===== src/rtl/pipeline_stall_ctrl.sv =====
// Pipeline stall/flush controller: load-use stalls, branch flushes, data-memory wait with timeout.
// Optional stall-cycle performance counter is built only when STALL_PERF_EN is defined.
module pipeline_stall_ctrl #(
  parameter int MEM_TIMEOUT = 15,
  parameter int PERF_W      = 16
) (
  input  logic              clk,
  input  logic              rst,
  input  logic              load_use_stall,
  input  logic              branch_taken,
  input  logic              dmem_req,
  input  logic              dmem_ready,
  output logic              pc_write,
  output logic              if_id_write,
  output logic              if_id_flush,
  output logic              id_ex_flush,
  output logic              ex_mem_write,
  output logic              mem_wb_bubble,
  output logic              mem_timeout_err,
  output logic [PERF_W-1:0] stall_cycles
);

  // state    | meaning
  // INIT     | first cycle after reset, flush every stage
  // RUN      | normal issue, hazard rules applied
  // MEM_WAIT | pipeline frozen on an outstanding data-memory access
  // ERR      | memory timed out, frozen until reset
  typedef enum logic [1:0] {
    ST_INIT     = 2'd0,
    ST_RUN      = 2'd1,
    ST_MEM_WAIT = 2'd2,
    ST_ERR      = 2'd3
  } state_t;

  localparam logic [7:0] TIMEOUT_C = 8'(MEM_TIMEOUT);

  state_t     state_q, state_d;
  logic [7:0] wait_cnt_q, wait_cnt_d;

  always_ff @(posedge clk or posedge rst) begin
    if (rst) begin
      state_q    <= ST_INIT;
      wait_cnt_q <= 8'd0;
    end else begin
      state_q    <= state_d;
      wait_cnt_q <= wait_cnt_d;
    end
  end

  always_comb begin
    state_d    = state_q;
    wait_cnt_d = wait_cnt_q;
    unique case (state_q)
      ST_INIT: begin
        state_d    = ST_RUN;
        wait_cnt_d = 8'd0;
      end
      ST_RUN: begin
        if (dmem_req && !dmem_ready) begin
          state_d    = ST_MEM_WAIT;
          wait_cnt_d = 8'd1;
        end
      end
      ST_MEM_WAIT: begin
        if (dmem_ready) begin
          state_d    = ST_RUN;
          wait_cnt_d = 8'd0;
        end else if (wait_cnt_q == TIMEOUT_C) begin
          state_d = ST_ERR;
        end else begin
          wait_cnt_d = wait_cnt_q + 8'd1;
        end
      end
      ST_ERR: begin
        state_d = ST_ERR;
      end
      default: begin
        state_d    = ST_INIT;
        wait_cnt_d = 8'd0;
      end
    endcase
  end

  always_comb begin
    pc_write      = 1'b1;
    if_id_write   = 1'b1;
    if_id_flush   = 1'b0;
    id_ex_flush   = 1'b0;
    ex_mem_write  = 1'b1;
    mem_wb_bubble = 1'b0;
    unique case (state_q)
      ST_INIT: begin
        pc_write      = 1'b0;
        if_id_write   = 1'b0;
        ex_mem_write  = 1'b0;
        if_id_flush   = 1'b1;
        id_ex_flush   = 1'b1;
        mem_wb_bubble = 1'b1;
      end
      ST_RUN, ST_MEM_WAIT: begin
        // MEM_WAIT freezes on !ready alone; a new request is only needed to enter the wait
        if (!dmem_ready && (dmem_req || state_q == ST_MEM_WAIT)) begin
          pc_write      = 1'b0;
          if_id_write   = 1'b0;
          ex_mem_write  = 1'b0;
          mem_wb_bubble = 1'b1;
        end else if (branch_taken) begin
          if_id_flush = 1'b1;
          id_ex_flush = 1'b1;
        end else if (load_use_stall) begin
          pc_write    = 1'b0;
          if_id_write = 1'b0;
          id_ex_flush = 1'b1;
        end
      end
      default: begin
        pc_write      = 1'b0;
        if_id_write   = 1'b0;
        ex_mem_write  = 1'b0;
        mem_wb_bubble = 1'b1;
      end
    endcase
  end

  assign mem_timeout_err = (state_q == ST_ERR);

`ifdef STALL_PERF_EN
  logic [PERF_W-1:0] stall_cnt_q, stall_cnt_d;

  always_comb begin
    stall_cnt_d = stall_cnt_q;
    if (state_q != ST_INIT && !pc_write && stall_cnt_q != {PERF_W{1'b1}})
      stall_cnt_d = stall_cnt_q + 1'b1;
  end

  always_ff @(posedge clk or posedge rst) begin
    if (rst) stall_cnt_q <= '0;
    else     stall_cnt_q <= stall_cnt_d;
  end

  assign stall_cycles = stall_cnt_q;
`else
  assign stall_cycles = '0;
`endif

endmodule


===== config.mk =====
export PLATFORM = sky130hd
export DESIGN_NAME = pipeline_stall_ctrl
export DESIGN_NICKNAME = d
export VERILOG_FILES = /design/src/rtl/pipeline_stall_ctrl.sv
export SDC_FILE = /design/constraint.sdc
export NUM_CORES = 1
export LEC_CHECK = 0
export BUFFER_PORTS_ARGS = -buffer_cell sky130_fd_sc_hd__buf_2
export CORE_ASPECT_RATIO = 0.6
export CORE_UTILIZATION = 40
export DETAILED_ROUTE_END_ITERATION = 10
export PLACE_DENSITY = 0.68
export SETUP_SLACK_MARGIN = 0.2
export SYNTH_ARGS = -nofsm -noshare
export SYNTH_HDL_FRONTEND = slang
export SYNTH_SLANG_ARGS = --single-unit
export TNS_END_PERCENT = 10

===== constraint.sdc =====
create_clock -name clk -period 3.5 [get_ports clk]
set_input_delay 0.35 -clock clk [delete_from_list [all_inputs] [get_ports clk]]
set_output_delay 0.35 -clock clk [all_outputs]
set_load 0.03 [all_outputs]

Word level (Yosys, flattened, before mapping) --
Index checks and enable logic that the tools add are counted. W data, S select, Z words.
Operators by class: reduce and logical (&&, ||, !) cells 9, $add $sub $neg 1, equal/unequal tests 7, mux-type cells 23
Operators by type and width (count):
- $mux W8 | 3
- $pmux W8 S3 | 1
- $mux W1 | 13
- $add A8 B1 Y8 const B | 1
- $eq A8 B4 Y1 const B | 1
- $pmux W2 S4 | 1
- $mux W2 | 3
- $ne A3 B3 Y1 const B | 2
- $eq A2 B2 Y1 const B | 2
- $pmux W1 S2 | 2
- $reduce_and A3 Y1 | 1
- $reduce_bool A3 Y1 | 1
- $eq A2 B1 Y1 const B | 1
- $logic_and A1 B1 Y1 | 2
- $logic_not A2 Y1 | 1
- $ne A2 B2 Y1 const B | 1
- $reduce_and A2 Y1 | 1
- $reduce_or A2 Y1 | 1
- $logic_not A1 Y1 | 1
- $logic_or A1 B1 Y1 | 1
Word-level totals: bits of input ports 6, output and inout port bits 23, logic and storage cells 42, register bits 10

Longest topological paths before layout --
word-level depth 5, depth in mapped cells 7, mapped depth without buffers 6

Least setup slack after synthesis --
Ideal clock, no wire load.
kind register -> output, from reg state_q[0], to out pc_write, path slack 0.887 ns, arrival time 2.263 ns, stages on the path, launching flop included 8, data required time 3.150 ns, path buffers 1, path through dfrtp_1 inv_1 ha_1 o21bai_1 and2_1 inv_1 a21oi_1 buf_4
Between the ends: longest elaborated chain between the ends 5, elaborated cells between the ends (all ways) 7, classes of those cells eq/ne: 2; mux: 2; reduce/logical: 3
Ends and longest elaborated chain:
- start, declared | RTL line 37 | state_t state_q, state_d;
- start signal, assigned | RTL line 45 | state_q <= state_d;
- $eq A2 B2 Y1
- $logic_or A1 B1 Y1 | RTL line 102 | if (!dmem_ready && (dmem_req || state_q == ST_MEM_WAIT)) begin
- $logic_and A1 B1 Y1 | RTL line 102
- $mux W1
- $mux W1 *
- end, declared | RTL line 13 | output logic pc_write,
Mark *: on every way between the ends. The rest lies on a longest branch, timed or not.

Worst setup path in the final report --
from reg state_q[0], to out if_id_write
Between the ends: longest elaborated chain between the ends 5, elaborated cells between the ends (all ways) 7, classes of those cells eq/ne: 2; mux: 2; reduce/logical: 3
Ends and longest elaborated chain:
- $eq A2 B2 Y1 | RTL line 91, 102
- $logic_or A1 B1 Y1 | RTL line 102
- $logic_and A1 B1 Y1 | RTL line 102
- $mux W1 | RTL line 102
- $mux W1 * | RTL line 91 | unique case (state_q)
- end, declared | RTL line 14 | output logic if_id_write,
Marks and branches as above.

==> out/results.txt <==
Fin crit period: 2.133 ns
Cell mode on critical path: inv_1
Critical Path End Type: output port
Area Growth Syn to Fin: 6.250%
YS warnings: 0
Synthesized area per cell: 8.808 um2
Clock transition at path regs: 0.07 ns
Largest net degree at the start of global routing: 11
Share of post-route cells with drive strength above 1: 0.2389
Final worst slack: 1.367 ns
#FFs+latches synth: 10
Skew-Pair Late Insertion Delay: 0.28 ns
Detailed placement HPWL: 1428 um
# setup viols final: 0
Critical path arrival: 1.78 ns
Critical Path, Cell by Cell: inv_1 -> ha_1 -> o21bai_1 -> and2_1 -> inv_1 -> a21oi_1 -> buf_2
P_leak: 0.4712 nW
Drt drc: 0
Synth top area cells: dfrtp_1 (28%), buf_4 (14%), ha_1 (7.1%)
Final period util: 0.6094
Core ar.: 0.001952 mm2
Num CTS Buffers: 3
Cell area after layout: 935.9 um2
Clk_skew: 0.006770 ns
Yosys top cell area share: 0.2841
Hold_buf cts: 0
Die X: 62.58 um
Drt wl/cell: 12.57 um
Vias: 717
PwrDens: 273.6 mW/mm2
Ant diodes: 0
Slowest cell delay on critical path: 0.42 ns
Vias/cell: 5.085
Design Power: 256.1 uW
Post-route ant nets: 0
Final Non-Filler Cells: 141
Final Max Tran Viols: 0
Status: finished, final reports clean
Critical Path Start Type: flip-flop
Post-synthesis sequential area ratio: 0.2841
Setup TNS: 0 ns
Nets: 125
Slowest-stage cell, CP: dfrtp_1
Sequential Area: 250.2 um2
Buf/Inv on CP: 3
Vias in the first global route: 609
Fillers: 195
CTS tree: built
Fin. Hold Viols: 0
Final Core Density: 0.4795
Worst path top cell family by delay: flip-flops
PortBufs: 12
Drt initial violations: 40
Place WS: 1.625 ns
First-pass GRT wire length: 2822 um
Die area: 0.002400 mm2
CTS sink count: 10
Starting density of the core: 0.4513
H-tree level count: 1
Tot GR Track Use: 0.1660
Mapped Area: 880.8 um2
Worst hold margin: 0.03848 ns
DRT Pass-1 Iters: 4
Placed insts: 137
Post-CTS Setup Repair Bufs: 0
Site Rows: 12
Mapped Cells: 100
Hold Path Class: in2async
Post_cts resized: 0
Yosys cell types: 35
Fmax: 0.4688 GHz
Die Height: 38.35 um
Leading area contributor after synthesis: dfrtp_1
DRT Wirelength: 1773 um
Worst Tran Pin Value: 0.5357 ns
Critical path class: reg2out
Total of max-cap violations: 0
Max-slew headroom: 0.6401
Total grt overflow: 0
Max Buffers Root-to-Sink: 2
Root buffer cell: clkbuf_4
Initial antenna violation count: 0
Placed inst area: 899.6 um2
VDD IR max: 0.0002180 V
Worst path required time: 3.15 ns
CP max FO: 5
Multi-input logic area: 516.7 um2
Final Wtd Congestion: 0.9293
Unrepaired setup endpoints after global routing: false
IO Pins: 29
-- worst reg2reg max path: stages, from the launching register on --
cell and delay [ns]:
dfrtp_1 0.42, inv_1 0.08, ha_1 0.35, nand3b_1 0.24, a211oi_2 0.37, a41oi_1 0.16
a31oi_1 0.19
-- flip-flops by register name (all words and copies together) (netlist names) --
| signal | flops |
|---|---|
| state_q | 2 |
| wait_cnt_q | 8 |
-- layer usage --
metal / wire length, um / track usage
met4: 12 / 0.05233
met3: 143 / 0.07143
met1: 846 / 0.2196
met2: 770 / 0.2418
met5: 0 / 0
-- worst paths after layout --
path	startpoint	to	slack, ns	cells past startpoint
hold / removal	rst	wait_cnt_q[0]	0.04	2
hold reg to reg	wait_cnt_q[7]	wait_cnt_q[7]	0.53	1
setup reg to reg	state_q[0]	wait_cnt_q[7]	1.59	6
min in group clk	wait_cnt_q[7]	wait_cnt_q[7]	0.53	1
max in group asynchronous	rst	wait_cnt_q[7]	3.17	2
setup / recovery	state_q[0]	if_id_write	1.37	7
-- synthesized netlist by cell type --
cell,number
a211oi_2,1
nand3_1,2
dfrtp_1,10
or3_4,1
a21oi_1,3
nand2b_4,1
and2_2,1
a31o_2,3
o2bb2ai_1,1
a31oi_1,3
nand2_1,5
o21bai_1,2
buf_4,17
a221o_1,1
nand3_2,1
nor3_2,1
ha_1,5
mux2i_1,2
o21ai_0,6
inv_1,10
nor2_1,7
and2_1,1
a21o_1,1
o41ai_4,1
nand3b_1,1
and3b_1,1
a21oi_2,1
a41oi_1,2
conb_1,1
nor3_1,2
nand2b_1,1
o31a_1,1
o22a_1,1
and3_1,2
buf_2,1
-- area by class of cell --
| type | count | share of cell area |
|---|---|---|
| Sequential cell | 10 | 0.2674 |
| Timing Repair Buffer | 12 | 0.06417 |
| Multi-Input combinational cell | 77 | 0.5521 |
| Inverter | 10 | 0.04011 |
| Tap cell | 28 | 0.03743 |
| Clock buffer | 4 | 0.03877 |
-- power breakdown --
group	total, mW	leakage, nW	internal (mW)	switching (mW)
logic	0.0316	0.321	0.00377	0.0279
clock network	0.109	0.0210	0.0633	0.0456
registers	0.115	0.129	0.115	0
-- cell families after synthesis --
logic type	Yosys count	share of synthesized area
AND/OR/NAND/NOR	27	0.1804
multiplexers	2	0.02273
adder cells (fa/ha/maj)	5	0.07102
AO/OA/AOI/OAI	27	0.2443
other	1	0.004257
buffers and inverters	28	0.1932
flip-flops	10	0.2841
-- cell usage in the layout, fill, tap and decap left out, drive strengths merged, types with 2 or more instances in the layout --
| master | count |
|---|---|
| conb | 16 |
| buf | 12 |
| inv | 10 |
| dfrtp | 10 |
| nor2 | 7 |
| o21ai | 6 |
| nand2 | 5 |
| ha | 5 |
| a21oi | 4 |
| clkbuf | 4 |
| a31o | 3 |
| a31oi | 3 |
| nor3 | 3 |
| nand3 | 3 |
| mux2i | 2 |
| a41oi | 2 |
| and3 | 2 |
| o21bai | 2 |
| nand2b | 2 |
| and2 | 2 |
No activity file was read; power rests on OpenSTA's default activity.
